## src/rtl/aibcr3_dll_pkg.sv

```systemverilog
// Shared encodings for the DLL delay-code controller: FSM states, step
// directions and the phase-detector vote mapping.
package aibcr3_dll_pkg;

  localparam logic [1:0] ST_IDLE    = 2'd0;
  localparam logic [1:0] ST_ACQUIRE = 2'd1;
  localparam logic [1:0] ST_LOCKED  = 2'd2;

  typedef enum logic [1:0] {
    DIR_NONE = 2'd0,
    DIR_UP   = 2'd1,
    DIR_DN   = 2'd2
  } dir_e;

  // Conflicting or absent votes carry no information and count as zero.
  function automatic logic signed [1:0] vote_to_signed(input logic up, input logic dn);
    if (up && !dn)      return 2'sb01;
    else if (dn && !up) return 2'sb11;
    else                return 2'sb00;
  endfunction

endpackage

```

## src/rtl/aibcr3_dll_vote_filt.sv

```systemverilog
// Phase-detector vote accumulator: a step request fires when the signed
// running sum reaches +/-(2**FILT_W-1), and the sum restarts from zero.
module aibcr3_dll_vote_filt
  import aibcr3_dll_pkg::*;
#(
  parameter int FILT_W = 3
) (
  input  logic clk,
  input  logic rst,
  input  logic pd_up,
  input  logic pd_dn,
  input  logic clr,
  input  logic hold,
  output logic step_up,
  output logic step_dn
);

  localparam int ACC_W = FILT_W + 1;
  localparam int FTH   = (1 << FILT_W) - 1;
  localparam logic signed [ACC_W-1:0] POS_TH = ACC_W'(FTH);
  localparam logic signed [ACC_W-1:0] NEG_TH = ACC_W'(-FTH);

  logic signed [1:0]       vote;
  logic signed [ACC_W-1:0] vote_ext;
  logic signed [ACC_W-1:0] acc;
  logic signed [ACC_W-1:0] acc_nxt;
  logic                    hit_up;
  logic                    hit_dn;

  assign vote     = vote_to_signed(pd_up, pd_dn);
  assign vote_ext = {{(ACC_W-2){vote[1]}}, vote};
  assign acc_nxt  = acc + vote_ext;
  assign hit_up   = (acc_nxt == POS_TH);
  assign hit_dn   = (acc_nxt == NEG_TH);

  // Requests are registered, so the code moves one edge after the deciding vote.
  always_ff @(posedge clk) begin
    // NOTE: non-blocking assignments keep every register reading pre-edge values.
    if (rst || clr || hold) begin
      acc     <= '0;
      step_up <= 1'b0;
      step_dn <= 1'b0;
    end else begin
      step_up <= hit_up;
      step_dn <= hit_dn;
      acc     <= (hit_up || hit_dn) ? '0 : acc_nxt;
    end
  end

endmodule

```

## src/rtl/aibcr3_dll_lock_ctrl.sv

```systemverilog
// DLL delay-code controller: steps the delay code from filtered votes and
// declares lock once the code only dithers; optional tracking with loss detect.
module aibcr3_dll_lock_ctrl
  import aibcr3_dll_pkg::*;
#(
  parameter int CODE_W = 7,
  parameter int CNT_W  = 8,
  parameter int FILT_W = 3
) (
  input  logic              clk_dcd,
  input  logic              RST,
  input  logic              dll_en,
  input  logic              pd_up,
  input  logic              pd_dn,
  input  logic [CODE_W-1:0] rb_code_init,
  input  logic [CNT_W-1:0]  rb_lock_win,
  input  logic [FILT_W-1:0] rb_unlock_thr,
  input  logic              rb_cont_cal,
  output logic [CODE_W-1:0] dll_code,
  output logic              dll_lock,
  output logic              lock_lost,
  output logic              code_sat
);

  logic [1:0]        state;
  logic [CNT_W-1:0]  lock_cnt;
  logic [FILT_W-1:0] run_cnt;
  dir_e              last_dir;

  logic              step_up_req;
  logic              step_dn_req;
  logic              track;
  logic              hold;
  logic              step_up;
  logic              step_dn;
  logic              stepping;
  dir_e              step_dir;
  logic              same_dir;
  logic              sat_hit;

  logic [CNT_W:0]    win_eff;
  logic [CNT_W:0]    lock_cnt_nxt;
  logic              lock_hit;
  logic [FILT_W-1:0] run_cnt_nxt;
  logic              loss_hit;

  // Filter runs in ACQUIRE and in tracking LOCKED; otherwise it is parked at zero.
  assign track = (state == ST_LOCKED) && rb_cont_cal;
  assign hold  = (state == ST_IDLE) || ((state == ST_LOCKED) && !rb_cont_cal);

  aibcr3_dll_vote_filt #(
    .FILT_W (FILT_W)
  ) u_vote_filt (
    .clk     (clk_dcd),
    .rst     (RST),
    .pd_up   (pd_up),
    .pd_dn   (pd_dn),
    .clr     (!dll_en),
    .hold    (hold),
    .step_up (step_up_req),
    .step_dn (step_dn_req)
  );

  // A request left over from a cycle when stepping was allowed is dropped.
  assign step_up  = step_up_req && ((state == ST_ACQUIRE) || track);
  assign step_dn  = step_dn_req && ((state == ST_ACQUIRE) || track);
  assign stepping = step_up || step_dn;
  assign step_dir = step_up ? DIR_UP : (step_dn ? DIR_DN : DIR_NONE);
  assign same_dir = stepping && (step_dir == last_dir);
  assign sat_hit  = (step_up && (&dll_code)) || (step_dn && !(|dll_code));

  always_comb begin
    // NOTE: every always_comb output is assigned on every path, so no latch is inferred.
    win_eff      = (rb_lock_win == '0) ? (CNT_W+1)'(1) : {1'b0, rb_lock_win};
    lock_cnt_nxt = same_dir ? '0 : ({1'b0, lock_cnt} + 1'b1);
    lock_hit     = (lock_cnt_nxt >= win_eff);

    if (!same_dir)     run_cnt_nxt = FILT_W'(1);
    else if (&run_cnt) run_cnt_nxt = run_cnt;
    else               run_cnt_nxt = run_cnt + 1'b1;

    loss_hit = track && stepping && (rb_unlock_thr != '0) && (run_cnt_nxt >= rb_unlock_thr);
  end

  always_ff @(posedge clk_dcd) begin
    if (RST) begin
      state     <= ST_IDLE;
      dll_code  <= rb_code_init;
      dll_lock  <= 1'b0;
      lock_lost <= 1'b0;
      code_sat  <= 1'b0;
      lock_cnt  <= '0;
      run_cnt   <= '0;
      last_dir  <= DIR_NONE;
    end else begin
      lock_lost <= 1'b0;
      if (!dll_en) begin
        // Code and last direction survive a disable so re-enable resumes from here.
        state    <= ST_IDLE;
        dll_lock <= 1'b0;
        code_sat <= 1'b0;
        lock_cnt <= '0;
        run_cnt  <= '0;
      end else begin
        if (stepping) begin
          last_dir <= step_dir;
          if (sat_hit)      code_sat <= 1'b1;
          else if (step_up) dll_code <= dll_code + 1'b1;
          else              dll_code <= dll_code - 1'b1;
        end

        case (state)
          ST_IDLE: state <= ST_ACQUIRE;

          ST_ACQUIRE: begin
            if (lock_hit) begin
              state    <= ST_LOCKED;
              dll_lock <= 1'b1;
              lock_cnt <= '0;
              run_cnt  <= '0;
            end else begin
              lock_cnt <= lock_cnt_nxt[CNT_W-1:0];
            end
          end

          ST_LOCKED: begin
            if (track && stepping) begin
              if (loss_hit) begin
                state     <= ST_ACQUIRE;
                dll_lock  <= 1'b0;
                lock_lost <= 1'b1;
                lock_cnt  <= '0;
                run_cnt   <= '0;
              end else begin
                run_cnt <= run_cnt_nxt;
              end
            end
          end

          default: begin
            state    <= ST_IDLE;
            dll_lock <= 1'b0;
          end
        endcase
      end
    end
  end

endmodule

```

## config.mk

```make
export PLATFORM = sky130hd
export DESIGN_NAME = aibcr3_dll_lock_ctrl
export DESIGN_NICKNAME = d
export VERILOG_FILES = /design/src/rtl/aibcr3_dll_pkg.sv /design/src/rtl/aibcr3_dll_vote_filt.sv /design/src/rtl/aibcr3_dll_lock_ctrl.sv
export SDC_FILE = /design/constraint.sdc
export NUM_CORES = 1
export LEC_CHECK = 0
export CAP_MARGIN = 20
export CORE_ASPECT_RATIO = 0.8
export CORE_MARGIN = 5
export CORE_UTILIZATION = 40
export DETAILED_ROUTE_END_ITERATION = 16
export GPL_TIMING_DRIVEN = 0
export SYNTH_ARGS = -nofsm -noshare
export SYNTH_HDL_FRONTEND = slang
export SYNTH_SLANG_ARGS = --single-unit
```

## constraint.sdc

```tcl
create_clock -name clk_dcd -period 3.6 [get_ports clk_dcd]
set_clock_uncertainty 0.2 [all_clocks]
set_input_delay 0.72 -clock clk_dcd [delete_from_list [all_inputs] [get_ports clk_dcd]]
set_output_delay 0.72 -clock clk_dcd [all_outputs]
set_load 0.02 [all_outputs]
```

==> flow_metrics.tcl <==
set metrics [dict create \
    cts_tree "built" \
    via_per_inst 5.21 \
    coreArea_um2 5010 \
    gp_congestion 0.788 \
    synth_area_per_cell_um2 8.61 \
    start_kind "primary input" \
    fmax_mhz 296 \
    worstSetupEndpointType "register" \
    antenna_found_initial 0 \
    layoutNonFillerInstCount 344 \
    ys_types 51 \
    yosysWarningCount 0 \
    num_rows 23 \
    slew_headroom_pct 68.8 \
    cts-buffers-inserted 5 \
    synth_top_family_by_area "simple AND/OR/NAND/NOR gates" \
    synth_seq_cells 31 \
    max-clock-path-buffers 2 \
    die_y_um 74.4 \
    synth_fa_ha_area_share_pct 15.2 \
    area_growth_pct 23.7 \
    synth_compound_area_share_pct 18.6 \
    start_util_pct 41.5 \
    period_share_pct 94.0 \
    power.density_nw_per_um2 312 \
    grt-ovfl-total 0 \
    path_clk_slew_ns 0.07 \
    synth-xor-area-share_pct 6.33 \
    synth_fp_nets 289 \
    placed_area_um2 2470 \
    setup_slack_ns 0.217 \
    grt_max_degree 11 \
    firstDrtPassIters 4 \
    synth_area_um2 2080 \
    ctsHoldBuffers 0 \
    power.share.sequential_pct 47.6 \
    drive_above_1_share_pct 7.09 \
    status "finished clean" \
    swShare_pct 27.5 \
    synth_enable_flop_cells 7 \
    finalHoldViolCount 0 \
    setup_violations 0 \
    routed_wl_um 4390 \
    power.net_switching_mw 0.221 \
    clk_latency_ns 0.28 \
    cts_num_sinks 31 \
    min_period_ns 3.38 \
    ys_async_sr_fraction_pct 0 \
    io_pins 34 \
    layout_common_cells "clkdlybuf4s50_1 (32), nor2_1 (26), nand2_1 (25), dfxtp_1 (24), ha_1 (22)" \
    final_common_cell "clkdlybuf4s50_1" \
    wl_per_cell_um 12.7 \
    p_int_mw 0.581 \
    die_x_um 90.5 \
    htreeDepth 2 \
    fin_area_um2 2570 \
    synth.yosys.seq_area_share_pct 33.3 \
    first_iter_violations 74 \
    port_buffers 32 \
    dp_cells 335 \
    power_frac_comb_pct 19.1 \
    detail-route-antenna-nets 0 \
    grtUsageTotal_pct 13.3 \
    vias 1791 \
    dieArea_um2 6740 \
    irDropWorstVdd_mv 0.181 \
    p_leak_nw 1.07 \
    synthCells 241 \
    slew_viol_final 0 \
    grt_pass1_vias 1625 \
    worst_slew_pin_slew_ns 0.468 \
    maxCapViolations 0 \
    synth_ff_type "dfxtp_1" \
    cp_data_required_time_ns 3.58 \
    dp_hpwl_um 3460 \
    cts-root-buf "clkbuf_8" \
    muxShareOfSynthArea_pct 1.02 \
    route.detailed.drc 0 \
    rsz0062_at_grt "no" \
    synthSimpleGateAreaFrac_pct 20.6 \
    antenna_cells 0 \
    num-nets-final 329 \
    hp-class "reg2reg" \
    path_max_fanout 9 \
    clock_power_share_pct 33.2 \
    grt_pass1_wl_um 7160 \
    dpl_worst_slack_ns -0.149 \
    path_class "in2reg" \
    arrival_ns 3.36 \
]
==> cells by family (layout without fill, tap and decap cells) <==
group | after synthesis | in the layout
AND/OR/NAND/NOR | 88 | 88
buffers and inverters | 25 | 66
multiplexers | 2 | 2
adder cells (fa/ha/maj) | 24 | 24
flip-flops | 31 | 31
AO/OA/AOI/OAI | 56 | 56
XOR/XNOR | 15 | 15
==> stage by stage <==
stage / power (mW) / TNS (ns) / utilization [%] / hold WS [ns]
after floorplan: 0.480 / 0 / - / 0.267
after global placement: 0.541 / -0.579 / 49.4 / 0.246
after detailed placement: 0.542 / -1.24 / 49.4 / 0.244
after CTS: 0.811 / 0 / 51.1 / 0.257
after global routing: 0.844 / 0 / 51.3 / 0.283
final: 0.802 / 0 / 51.3 / 0.254
==> registers in the layout, summed over array words and instances, names as in the netlist <==
register,cells
lock_cnt,8
dll_code,7
u_vote_filt.acc,4
run_cnt,3
last_dir,2
state,2
code_sat,1
dll_lock,1
lock_lost,1
u_vote_filt.step_dn,1
u_vote_filt.step_up,1
==> synth_stat cells (2+ instances only) <==
cell type   n  area [µm²]
a21o_1      3        22.5
a21oi_1    16        80.1
a22oi_1     8        60.1
and3_1      2        12.5
buf_2       2        10.0
clkbuf_1    4        15.0
dfxtp_1    24         480
edfxtp_1    7         210
fa_1        2        40.0
ha_1       22         275
inv_1      18        67.6
nand2_1    26        97.6
nand2b_1    5        31.3
nand3_1     7        35.0
nand3b_1    3        22.5
nand4_1     2        12.5
nor2_1     26        97.6
nor2b_1     2        12.5
nor3_1      4        20.0
nor4_1      3        18.8
o21ai_0     9        45.0
o21ai_1     2        10.0
or3_1       3        18.8
xnor2_1     6        52.6
xor2_1      9        78.8
==> worst max-delay path, stage by stage <==
cell,delay [ns]
clkdlybuf4s50_1,0.51
nand3b_1,0.15
a22oi_2,0.42
and2b_2,0.28
ha_1,0.27
a21o_1,0.10
a21oi_1,0.06
o311a_2,0.42
nand2b_4,0.17
a32o_2,0.25
==> final timing paths <==
kind / from / to / slack [ns] / cells past startpoint
max: rb_cont_cal / run_cnt[2] / 0.22 / 10
max reg2reg: state[0] / run_cnt[2] / 0.66 / 9
min: code_sat / code_sat / 0.25 / 2
min reg2reg: code_sat / code_sat / 0.25 / 2
==> power groups by stage <==
stage,sequential (mW),clock [mW],combinational [mW]
after floorplan,0.396,0,0.0835
after global placement,0.389,0,0.151
after detailed placement,0.390,0,0.152
after CTS,0.382,0.275,0.153
after global routing,0.383,0.290,0.170
final,0.382,0.266,0.153
==> metal layers <==
metal | vias to the layer above | global-route usage, % | share of wire [%]
li1 | 939 | - | -
met1 | 803 | 17.3 | 52
met2 | 42 | 20.5 | 42
met3 | 7 | 4.04 | 5.1
met4 | 0 | 5.79 | 1.4
met5 | - | 0 | 0
==> layout make-up <==
| class | instances | area, µm² |
|---|---|---|
| buffer | 7 | 36.3 |
| clock buffer | 6 | 72.6 |
| clock inverter | 2 | 11.3 |
| fill | 496 | 2440 |
| inverter | 18 | 67.6 |
| multi-input combinational | 185 | 1280 |
| sequential | 31 | 691 |
| tap | 62 | 77.6 |
| timing repair buffer | 33 | 328 |
==> what timing repair did <==
| item | in CTS | in global routing |
|---|---|---|
| gates resized for setup | 0 | 1 |
| setup endpoints to repair | 0 | 8 |
| setup buffers | 0 | 1 |
Power figures use the tool's default switching activity.
==> patch (same flow settings) <==
Set the parameter `CODE_W` to 5 (it was 7).
--- a/src/rtl/aibcr3_dll_lock_ctrl.sv
+++ b/src/rtl/aibcr3_dll_lock_ctrl.sv
@@ -4,5 +4,5 @@
   import aibcr3_dll_pkg::*;
 #(
-  parameter int CODE_W = 7,
+  parameter int CODE_W = 5,
   parameter int CNT_W  = 8,
   parameter int FILT_W = 3
Ports: changed (resized dll_code and rb_code_init); port bits go from 34 to 30. The function was not compared with the original's and may differ.
==> patch against the unedited design <==
  * Count of clock-buffer cells in the layout increased by 2
  * Sequential cell count decreased by 2
  * Design area decreased by 4.2%
  * Setup slack got worse by 37 ps
  * Area after synthesis decreased by 5.2%
  * Power decreased by 1.5%
  * First-iteration DRC count increased by 2.7%
  * Wire length decreased by 6.2%
  * Largest cell class unchanged
==> patch: results (changes against the unedited design) <==
{
  "arrival": {"value": 3430, "unit": "ps", "change": "+70 ps"},
  "place.port_buffers": {"value": 29, "change": "-9.4%"},
  "finalWeightedCongestion": {"value": 0.760, "change": "-3.6%"},
  "worstReg2RegEnd": "lock_cnt[0]$_SDFFE_PP0P_",
  "cell_types_occupying_the_most_area_after_synthesis": "sky130_fd_sc_hd__dfxtp_1 (24%), sky130_fd_sc_hd__ha_1 (13%), sky130_fd_sc_hd__edfxtp_1 (7.6%)",
  "cpLargestDelayFamily": "compound AO/OA/AOI/OAI gates",
  "worst_hold_path_cell_count": {"value": 2, "change": "unchanged"},
  "layout.filler_cells": {"value": 458, "change": "-7.7%"},
  "area_post_placement": {"value": 2330, "unit": "sq um", "change": "-5.7%"},
  "grt_use_total": {"value": 0.140, "change": "+0.00729"},
  "dr.first_iter.drc_count": {"value": 76, "change": "+2.7%"},
  "power.switching": {"value": 190, "unit": "uW", "change": "-14%"},
  "reg2reg_depth": {"value": 12, "change": "+3"},
  "synth_enable_flop_cells": {"value": 5, "change": "-2"},
  "maximum_number_of_pins_on_one_net_before_global_route_repair": {"value": 11, "change": "unchanged"},
  "min_from": "dll_lock$_SDFFE_PP0P_",
  "dpl.hpwl": {"value": 3270, "unit": "um", "change": "-5.6%"},
  "slew_headroom": {"value": 0.644, "change": "-0.0445"},
  "ys_top_cells_by_count": "sky130_fd_sc_hd__nand2_1 (27), sky130_fd_sc_hd__dfxtp_1 (24), sky130_fd_sc_hd__ha_1 (20)",
  "max-vdd-ir-drop": {"value": 0.221, "unit": "mV", "change": "+22%"},
  "design.final.nets": {"value": 305, "change": "-7.3%"},
  "status": "completed",
  "largest_registers": "lock_cnt: 8 flops, dll_code: 5 flops, u_vote_filt.acc: 4 flops",
  "grt_first_pass_wirelength": {"value": 7110, "unit": "um", "change": "-0.68%"},
  "power_leakage": {"value": 1.01, "unit": "nW", "change": "-6.2%"},
  "synth_nets": {"value": 269, "change": "-6.9%"},
  "synth-seq-area-share": {"value": 0.320, "change": "-0.0123"},
  "holdPathEnd": "dll_lock$_SDFFE_PP0P_",
  "reg2reg_slack": {"value": 550, "unit": "ps", "change": "-110 ps"},
  "critical-path-max-stage-delay": {"value": 440, "unit": "ps", "change": "-70 ps"},
  "drive_above_1_share": {"value": 0.103, "change": "+0.0321"},
  "grt_pass1_vias": {"value": 1527, "change": "-6.0%"},
  "r2r_start": "lock_cnt[0]$_SDFFE_PP0P_",
  "vias_per_cell": {"value": 5.13, "change": "-1.5%"},
  "synth_cell_type_count": {"value": 52, "change": "+2.0%"}
}
-- patch: changes by cell type in the layout (fill, tap and decap cells not counted), sizes merged, moves of 3 or more --
cell           delta
or2               +4
a21oi             +3
buf               -3
a211o             +3
a22oi             -5
inv               -3
nor2              -7
a21o              +5
clkdlybuf4s50     -3
xor2              -6
-- patch: cell families after synthesis --
group	Yosys count	synth area share
AND/OR/NAND/NOR	84	0.215
AO/OA/AOI/OAI	58	0.219
flip-flops	29	0.320
adder cells (fa/ha/maj)	22	0.147
buffers and inverters	20	0.0426
XOR/XNOR	10	0.0445
multiplexers	2	0.0108
-- patch: power by group through the flow --
stage / Clock (mW) / Sequential (mW) / Combinational (mW)
finish: 0.321 / 0.348 / 0.121
global route: 0.344 / 0.349 / 0.135
CTS: 0.331 / 0.348 / 0.121
detailed placement: 0 / 0.355 / 0.120
global placement: 0 / 0.355 / 0.119
floorplan: 0 / 0.359 / 0.0645
-- patch: final cells by class --
type | count | area share
tap | 60 | 0.0305
sequential | 29 | 0.256
timing repair buffer | 29 | 0.118
buffer | 4 | 0.00966
clock buffer | 8 | 0.0453
multi-input combinational | 176 | 0.516
inverter | 16 | 0.0244
-- patch: routing by layer --
layer	up-vias	track usage	share of wire	wire length, um
li1	883	-	-	-
met1	732	0.202	0.52	2140
met2	30	0.201	0.41	1700
met3	7	0.0372	0.052	215
met4	0	0.0453	0.014	57
met5	-	0	0	0
-- patch: repair_timing --
action	4_1_cts	5_1_grt
resized for setup	1	2
cloned	0	0
endpoints found under the setup margin	8	9
-- patch: worst max path at each step --
stage | depth (start not counted) | to | slack (ps) | startpoint
finish | 11 | lock_cnt[0]$_SDFFE_PP0P_ | 180 | rb_cont_cal
global route | 13 | run_cnt[1]$_SDFFE_PP0P_ | 10 | rb_cont_cal
CTS | 13 | run_cnt[2]$_SDFFE_PP0P_ | 120 | rb_cont_cal
detailed placement | 13 | lock_cnt[3]$_SDFFE_PP0P_ | -370 | rb_cont_cal
global placement | 13 | lock_cnt[2]$_SDFFE_PP0P_ | -320 | rb_cont_cal
floorplan | 12 | lock_cnt[2]$_SDFFE_PP0P_ | 540 | rb_cont_cal
-- patch: worst min-delay path: cells and delay by family (launching register included) --
family	cells	cell delay, ps
compound gates	1	50
simple gates	1	60
flops	1	320
-- patch: per-stage QoR --
stage | utilization | hold slack, ps | instances | power [mW] | TNS, ps
3_5_place_dp | 0.499 | 267 | 314 | 0.475 | -3250
2_1_floorplan | - | 249 | 225 | 0.424 | 0
6_report | 0.526 | 281 | 322 | 0.789 | 0
3_3_place_gp | 0.499 | 263 | 314 | 0.474 | -2740
5_1_grt | 0.526 | 312 | 322 | 0.829 | 0
4_1_cts | 0.523 | 276 | 322 | 0.799 | 0
